--- src/rtl/serial_tx_pkg.sv ---
// Shared definitions for the serial transmit arbiter: frame FSM states and line levels.
package serial_tx_pkg;

    typedef enum logic [2:0] {
        IDLE   = 3'd0,
        START  = 3'd1,
        DATA   = 3'd2,
        PARITY = 3'd3,
        STOP   = 3'd4
    } state_e;

    localparam logic START_BIT  = 1'b0;
    localparam logic STOP_BIT   = 1'b1;
    localparam logic IDLE_LEVEL = 1'b1;

endpackage

--- src/rtl/serial_tx_arbiter_rr_arbiter.sv ---
// Round-robin selector: picks the first active request after the pointer, wrapping to 0.
module rr_arbiter #(
    parameter int NREQ = 4,
    parameter int PW   = 2
) (
    input  logic [NREQ-1:0] req_i,
    input  logic [PW-1:0]   ptr_i,
    output logic [NREQ-1:0] sel_o,
    output logic            valid_o
);

    logic [PW-1:0] idx_s;

    // Scan NREQ slots starting just after the pointer; the first hit wins
    always_comb begin
        sel_o   = '0;
        valid_o = 1'b0;
        idx_s   = '0;
        for (int k = 1; k <= NREQ; k++) begin
            idx_s        = PW'((int'(ptr_i) + k) % NREQ);
            sel_o[idx_s] = sel_o[idx_s] | (req_i[idx_s] & ~valid_o);
            valid_o      = valid_o | req_i[idx_s];
        end
    end

endmodule

--- src/rtl/serial_tx_arbiter.sv ---
// Arbitrates NREQ byte requesters onto one serial line (start, data LSB first, stop).
// Define SERIAL_TX_PARITY_EN to insert an even-parity bit before the stop bit.
module serial_tx_arbiter
    import serial_tx_pkg::*;
#(
    parameter int NREQ = 4,
    parameter int DW   = 8
) (
    input  logic               iCLK,
    input  logic               iRST_N,
    input  logic [NREQ-1:0]    iREQ,
    input  logic [NREQ*DW-1:0] iDATA,
    output logic [NREQ-1:0]    oGNT,
    output logic               oSD,
    output logic               oBUSY
);

    localparam int PW = (NREQ > 1) ? $clog2(NREQ) : 1;
    localparam int CW = (DW > 1) ? $clog2(DW) : 1;

    state_e          state_q, state_d;
    logic [CW-1:0]   cnt_q, cnt_d;
    logic [DW-1:0]   shreg_q, shreg_d;
    logic [PW-1:0]   ptr_q, ptr_d;
    logic            sd_q, sd_d;
    logic            busy_q, busy_d;
    logic [NREQ-1:0] gnt_q, gnt_d;
    logic [NREQ-1:0] sel_s;
    logic            valid_s;
    logic [PW-1:0]   sel_idx_s;
`ifdef SERIAL_TX_PARITY_EN
    logic            par_q, par_d;

    function automatic logic even_parity(input logic [DW-1:0] d);
        return ^d;
    endfunction
`endif

    rr_arbiter #(
        .NREQ (NREQ),
        .PW   (PW)
    ) u_rr (
        .req_i   (iREQ),
        .ptr_i   (ptr_q),
        .sel_o   (sel_s),
        .valid_o (valid_s)
    );

    // Binary index of the one-hot selection, used for the data mux and pointer update
    always_comb begin
        sel_idx_s = '0;
        for (int i = 0; i < NREQ; i++) begin
            sel_idx_s = sel_idx_s | (sel_s[i] ? PW'(i) : PW'(0));
        end
    end

    // Frame sequencing; every output is the registered value of what goes on the line next
    always_comb begin
        state_d = state_q;
        cnt_d   = cnt_q;
        shreg_d = shreg_q;
        ptr_d   = ptr_q;
        sd_d    = sd_q;
        busy_d  = busy_q;
        gnt_d   = '0;
`ifdef SERIAL_TX_PARITY_EN
        par_d   = par_q;
`endif
        case (state_q)
            IDLE, STOP: begin
                if (valid_s) begin
                    state_d = START;
                    sd_d    = START_BIT;
                    busy_d  = 1'b1;
                    gnt_d   = sel_s;
                    ptr_d   = sel_idx_s;
                    shreg_d = iDATA[sel_idx_s*DW +: DW];
`ifdef SERIAL_TX_PARITY_EN
                    par_d   = even_parity(iDATA[sel_idx_s*DW +: DW]);
`endif
                end else begin
                    state_d = IDLE;
                    sd_d    = IDLE_LEVEL;
                    busy_d  = 1'b0;
                end
            end
            START: begin
                state_d = DATA;
                sd_d    = shreg_q[0];
                shreg_d = shreg_q >> 1;
                cnt_d   = '0;
            end
            DATA: begin
                if (cnt_q == CW'(DW - 1)) begin
`ifdef SERIAL_TX_PARITY_EN
                    state_d = PARITY;
                    sd_d    = par_q;
`else
                    state_d = STOP;
                    sd_d    = STOP_BIT;
`endif
                end else begin
                    sd_d    = shreg_q[0];
                    shreg_d = shreg_q >> 1;
                    cnt_d   = cnt_q + 1'b1;
                end
            end
            PARITY: begin
`ifdef SERIAL_TX_PARITY_EN
                state_d = STOP;
                sd_d    = STOP_BIT;
`else
                state_d = IDLE;
                sd_d    = IDLE_LEVEL;
                busy_d  = 1'b0;
`endif
            end
            default: begin
                state_d = IDLE;
                sd_d    = IDLE_LEVEL;
                busy_d  = 1'b0;
            end
        endcase
    end

    // State and output registers; reset abandons any frame and gives requester 0 first turn
    always_ff @(posedge iCLK or negedge iRST_N) begin
        if (!iRST_N) begin
            state_q <= IDLE;
            cnt_q   <= '0;
            shreg_q <= '0;
            ptr_q   <= PW'(NREQ - 1);
            sd_q    <= IDLE_LEVEL;
            busy_q  <= 1'b0;
            gnt_q   <= '0;
`ifdef SERIAL_TX_PARITY_EN
            par_q   <= 1'b0;
`endif
        end else begin
            state_q <= state_d;
            cnt_q   <= cnt_d;
            shreg_q <= shreg_d;
            ptr_q   <= ptr_d;
            sd_q    <= sd_d;
            busy_q  <= busy_d;
            gnt_q   <= gnt_d;
`ifdef SERIAL_TX_PARITY_EN
            par_q   <= par_d;
`endif
        end
    end

    assign oSD   = sd_q;
    assign oBUSY = busy_q;
    assign oGNT  = gnt_q;

endmodule

--- config.mk ---
export PLATFORM = sky130hd
export DESIGN_NAME = serial_tx_arbiter
export DESIGN_NICKNAME = d
export VERILOG_FILES = /design/src/rtl/serial_tx_pkg.sv /design/src/rtl/serial_tx_arbiter_rr_arbiter.sv /design/src/rtl/serial_tx_arbiter.sv
export SDC_FILE = /design/constraint.sdc
export NUM_CORES = 1
export LEC_CHECK = 0
export ABC_AREA = 1
export BUFFER_PORTS_ARGS = -buffer_cell sky130_fd_sc_hd__buf_4
export CORE_ASPECT_RATIO = 0.5
export CORE_MARGIN = 1.5
export CORE_UTILIZATION = 54
export CTS_CLUSTER_SIZE = 14
export DETAILED_ROUTE_END_ITERATION = 8
export PLACE_DENSITY_LB_ADDON = 0.15
export SYNTH_ARGS = -nofsm -noshare
export SYNTH_HDL_FRONTEND = slang
export SYNTH_SLANG_ARGS = --single-unit
--- constraint.sdc ---
create_clock -name iCLK -period 3.4 [get_ports iCLK]
set_input_delay 0.85 -clock iCLK [delete_from_list [all_inputs] [get_ports iCLK]]
set_output_delay 0.85 -clock iCLK [all_outputs]
set_load 0.1 [all_outputs]
==> key figures <==
Clocking
  – Cts hold-fix bufs: 0
  – Clk_lat worst skew: 260 ps
  – Root Buffer Master: clkbuf_8
  – Post-CTS Setup Bufs: 0
  – # clock sinks: 22
  – CTS Buf Count: 3
  – CTS Buffer Depth: 2
  – CTS tree: yes
  – # resized after CTS: 0
  – Worst-path clk slew: 80 ps
  – H-tree level count: 1

Floorplanning
  – Width of the die: 86.6 microns
  – Die extent in y: 44.8 microns
  – Die Area: 3880 sq um
  – Core ar.: 3150 sq um
  – Boundary pin count: 44
  – Row count: 14
  – Effective utilization at floorplan: 59.8%

Routing
  – Post-Route WL: 4480 microns
  – DRC Markers: 0
  – DR WL/cell: 12.1 microns
  – DR pass1 iterations: 6
  – DR vias/cell: 5.35
  – Initial drt markers: 62
  – ANT nets after route: 0
  – Routed vias: 1974

GRT
  – Vias in the first global route: 1751
  – Gr usage total: 23.4%
  – Met2 usage: 43.0%
  – First-pass GRT wire length: 7110 microns
  – Initial antenna violation count: 0
  – GRT overflow: 0
  – Met3 GRT Util: 4.39%
  – Largest net degree at the start of global routing: 23
  – Most Crowded Layer GR: met2
  – Met1 usage: 29.0%

Synth
  – Most used DFF post-synth: dfrtp_1
  – Top cells by area, synth: dfrtp_1 25%, nand2_1 17%, nand3_2 9.0%, nand3_1 8.5%, inv_1 6.6%
  – Largest family of logic cells by synthesized area: simple AND/OR/NAND/NOR gates
  – Seq/Total Area, Yosys: 29.4%
  – Fraction of the mapped netlist area in simple logic gates: 49.7%
  – Commonest cells in the synthesized netlist: 87 x nand2_1, 33 x inv_1, 32 x nand3_1
  – Cell area after synthesis: 1890 sq um
  – Yosys cell types: 27
  – Adder-Cell Fraction of Synth Area: 3.98%
  – Mapped Cells: 282
  – Post-synth EDFFs: 0
  – Mapped Avg Cell Area: 6.69 sq um
  – Count leader, synth: nand2_1
  – Synth Area in XOR/XNOR: 0%
  – Post-Syn Nets: 326
  – Yosys reg bits: 22
  – YS warnings: 0
  – Area leader, netlist: dfrtp_1
  – Synth top area share: 25.2%
  – Asr flop ratio synth: 100%
  – Compound-gate portion of the synthesized area: 5.97%
  – Post-synthesis mux area share: 0%

Worst setup path
  – Buffers plus inverters on the worst setup path: 2
  – Crit Path Max Fanout: 17
  – Crit Path Category: reg2reg
  – Max incr delay on CP: 540 ps
  – CP Launch Type: flip-flop
  – Most Frequent Cell on Critical Path: nand3_1
  – Worst Path Required: 3600 ps
  – Cell Chain, Critical Path: inv_2, buf_4, or2_0, o21a_1, nand2_1, o21ai_1, nand2_2, nand3_1, nand3_1, nand3_1, nand2_2, nand3_1, nand3_1, nand3_1, nand2_2, nand3_2, nand2_4, nand2_8, nor2_1, nand2_1, nand3_2, nand2_1, nand2_1
  – Critical Path AT: 3290 ps
  – Setup crit end kind: flip-flop
  – Family with the most delay on the worst path: simple AND/OR/NAND/NOR gates
  – CP max stage cell: dfstp_2

Status
  – Status: completed

STA
  – Fin crit share: 90.8%
  – Slew margin rel.: 65.6%
  – Fin Setup TNS: 0 ps
  – Fin crit period: 3090 ps
  – Slew @ Worst Pin: 516 ps
  – RSZ-0062 raised after global routing: no
  – Fmax: 324 MHz
  – Max-slew violation count: 0
  – Final setup viols: 0
  – Final hold violation count: 0
  – Clk_skew: 1.12 ps

Final layout
  – Syn-to-layout area delta: 25.3%
  – Final nets: 374
  – Share of cells above drive strength 1: 28.0%
  – Antenna Cells: 0

Placed design
  – GP Congestion: 0.873
  – IO Port Bufs: 43
  – Final HPWL DP: 3470 microns

Worst hold path
  – Hold WC Path Type: in2async

Run
  – Maxcap violations: 0
per-stage QoR:
step	util (%)	instances	hold slack, ps	setup WS (ps)	cell area (sq um)
floorplan	-	282	446	372	1890
global placement	71.0	364	460	172	2240
detailed placement	71.0	364	466	20.3	2240
CTS	73.3	368	472	101	2310
global route	74.9	369	472	82.1	2360
finish	74.9	369	463	311	2360
cells in the final DEF, fill, tap and decap left out:
| cell type | instances |
|---|---|
| nand4_1 | 4 |
| or2_0 | 1 |
| ha_4 | 1 |
| nand2_8 | 2 |
| clkinv_1 | 1 |
| ha_1 | 5 |
| inv_1 | 32 |
| or2_2 | 1 |
| o21ai_0 | 8 |
| nor2_1 | 28 |
| nand2_1 | 85 |
| nor3_1 | 1 |
| nand3_2 | 18 |
| nand3b_1 | 8 |
| o21ai_1 | 3 |
| inv_2 | 3 |
| buf_4 | 50 |
| nand2_4 | 1 |
| nand3_1 | 31 |
| nand2_2 | 9 |
| a311o_1 | 1 |
| dfstp_2 | 3 |
| bufinv_16 | 1 |
| dfrtp_1 | 19 |
| o21a_1 | 1 |
| or2_1 | 1 |
| clkbuf_8 | 3 |
| a21oi_1 | 8 |
layout make-up:
class                   instances  area [sq um]
well taps                      40          50.0
clock buffers                   3          41.3
inverters                      36           135
multi-input cells             217          1180
fillers                       253           791
flip-flops and latches         22           554
clock inverters                 1          30.0
repair buffers                 50           375
registers in the layout, summed over array words and instances (netlist names):
name / count
shreg_q: 8
oGNT: 4
cnt_q: 3
state_q: 3
ptr_q: 2
oBUSY: 1
oSD: 1
layer usage:
layer,vias up,wire length [microns]
li1,998,-
met1,890,2010
met2,76,2130
met3,10,284
met4,0,57
met5,-,0
path summary, 6_finish.rpt:
path,startpoint,end,slack (ps),depth (start not counted)
hold reg to reg,shreg_q[4],shreg_q[4],480,2
setup reg to reg,ptr_q[0],shreg_q[2],310,23
min in group iCLK,shreg_q[4],shreg_q[4],480,2
hold / removal,iRST_N,shreg_q[2],460,1
setup / recovery,ptr_q[0],shreg_q[2],310,23
max in group asynchronous,iRST_N,ptr_q[0],2660,1
logic make-up (layout without fill, tap and decap cells):
kind of cell             count (synthesis)  after routing
AO/OA/AOI/OAI                           21             21
buffers and inverters                   44             90
adder cells (fa/ha/maj)                  6              6
flip-flops                              22             22
AND/OR/NAND/NOR                        189            190
Power is left out: the tool's default activity adds up to more than one toggle a clock period on the data nets, which glitch-free logic cannot reach.
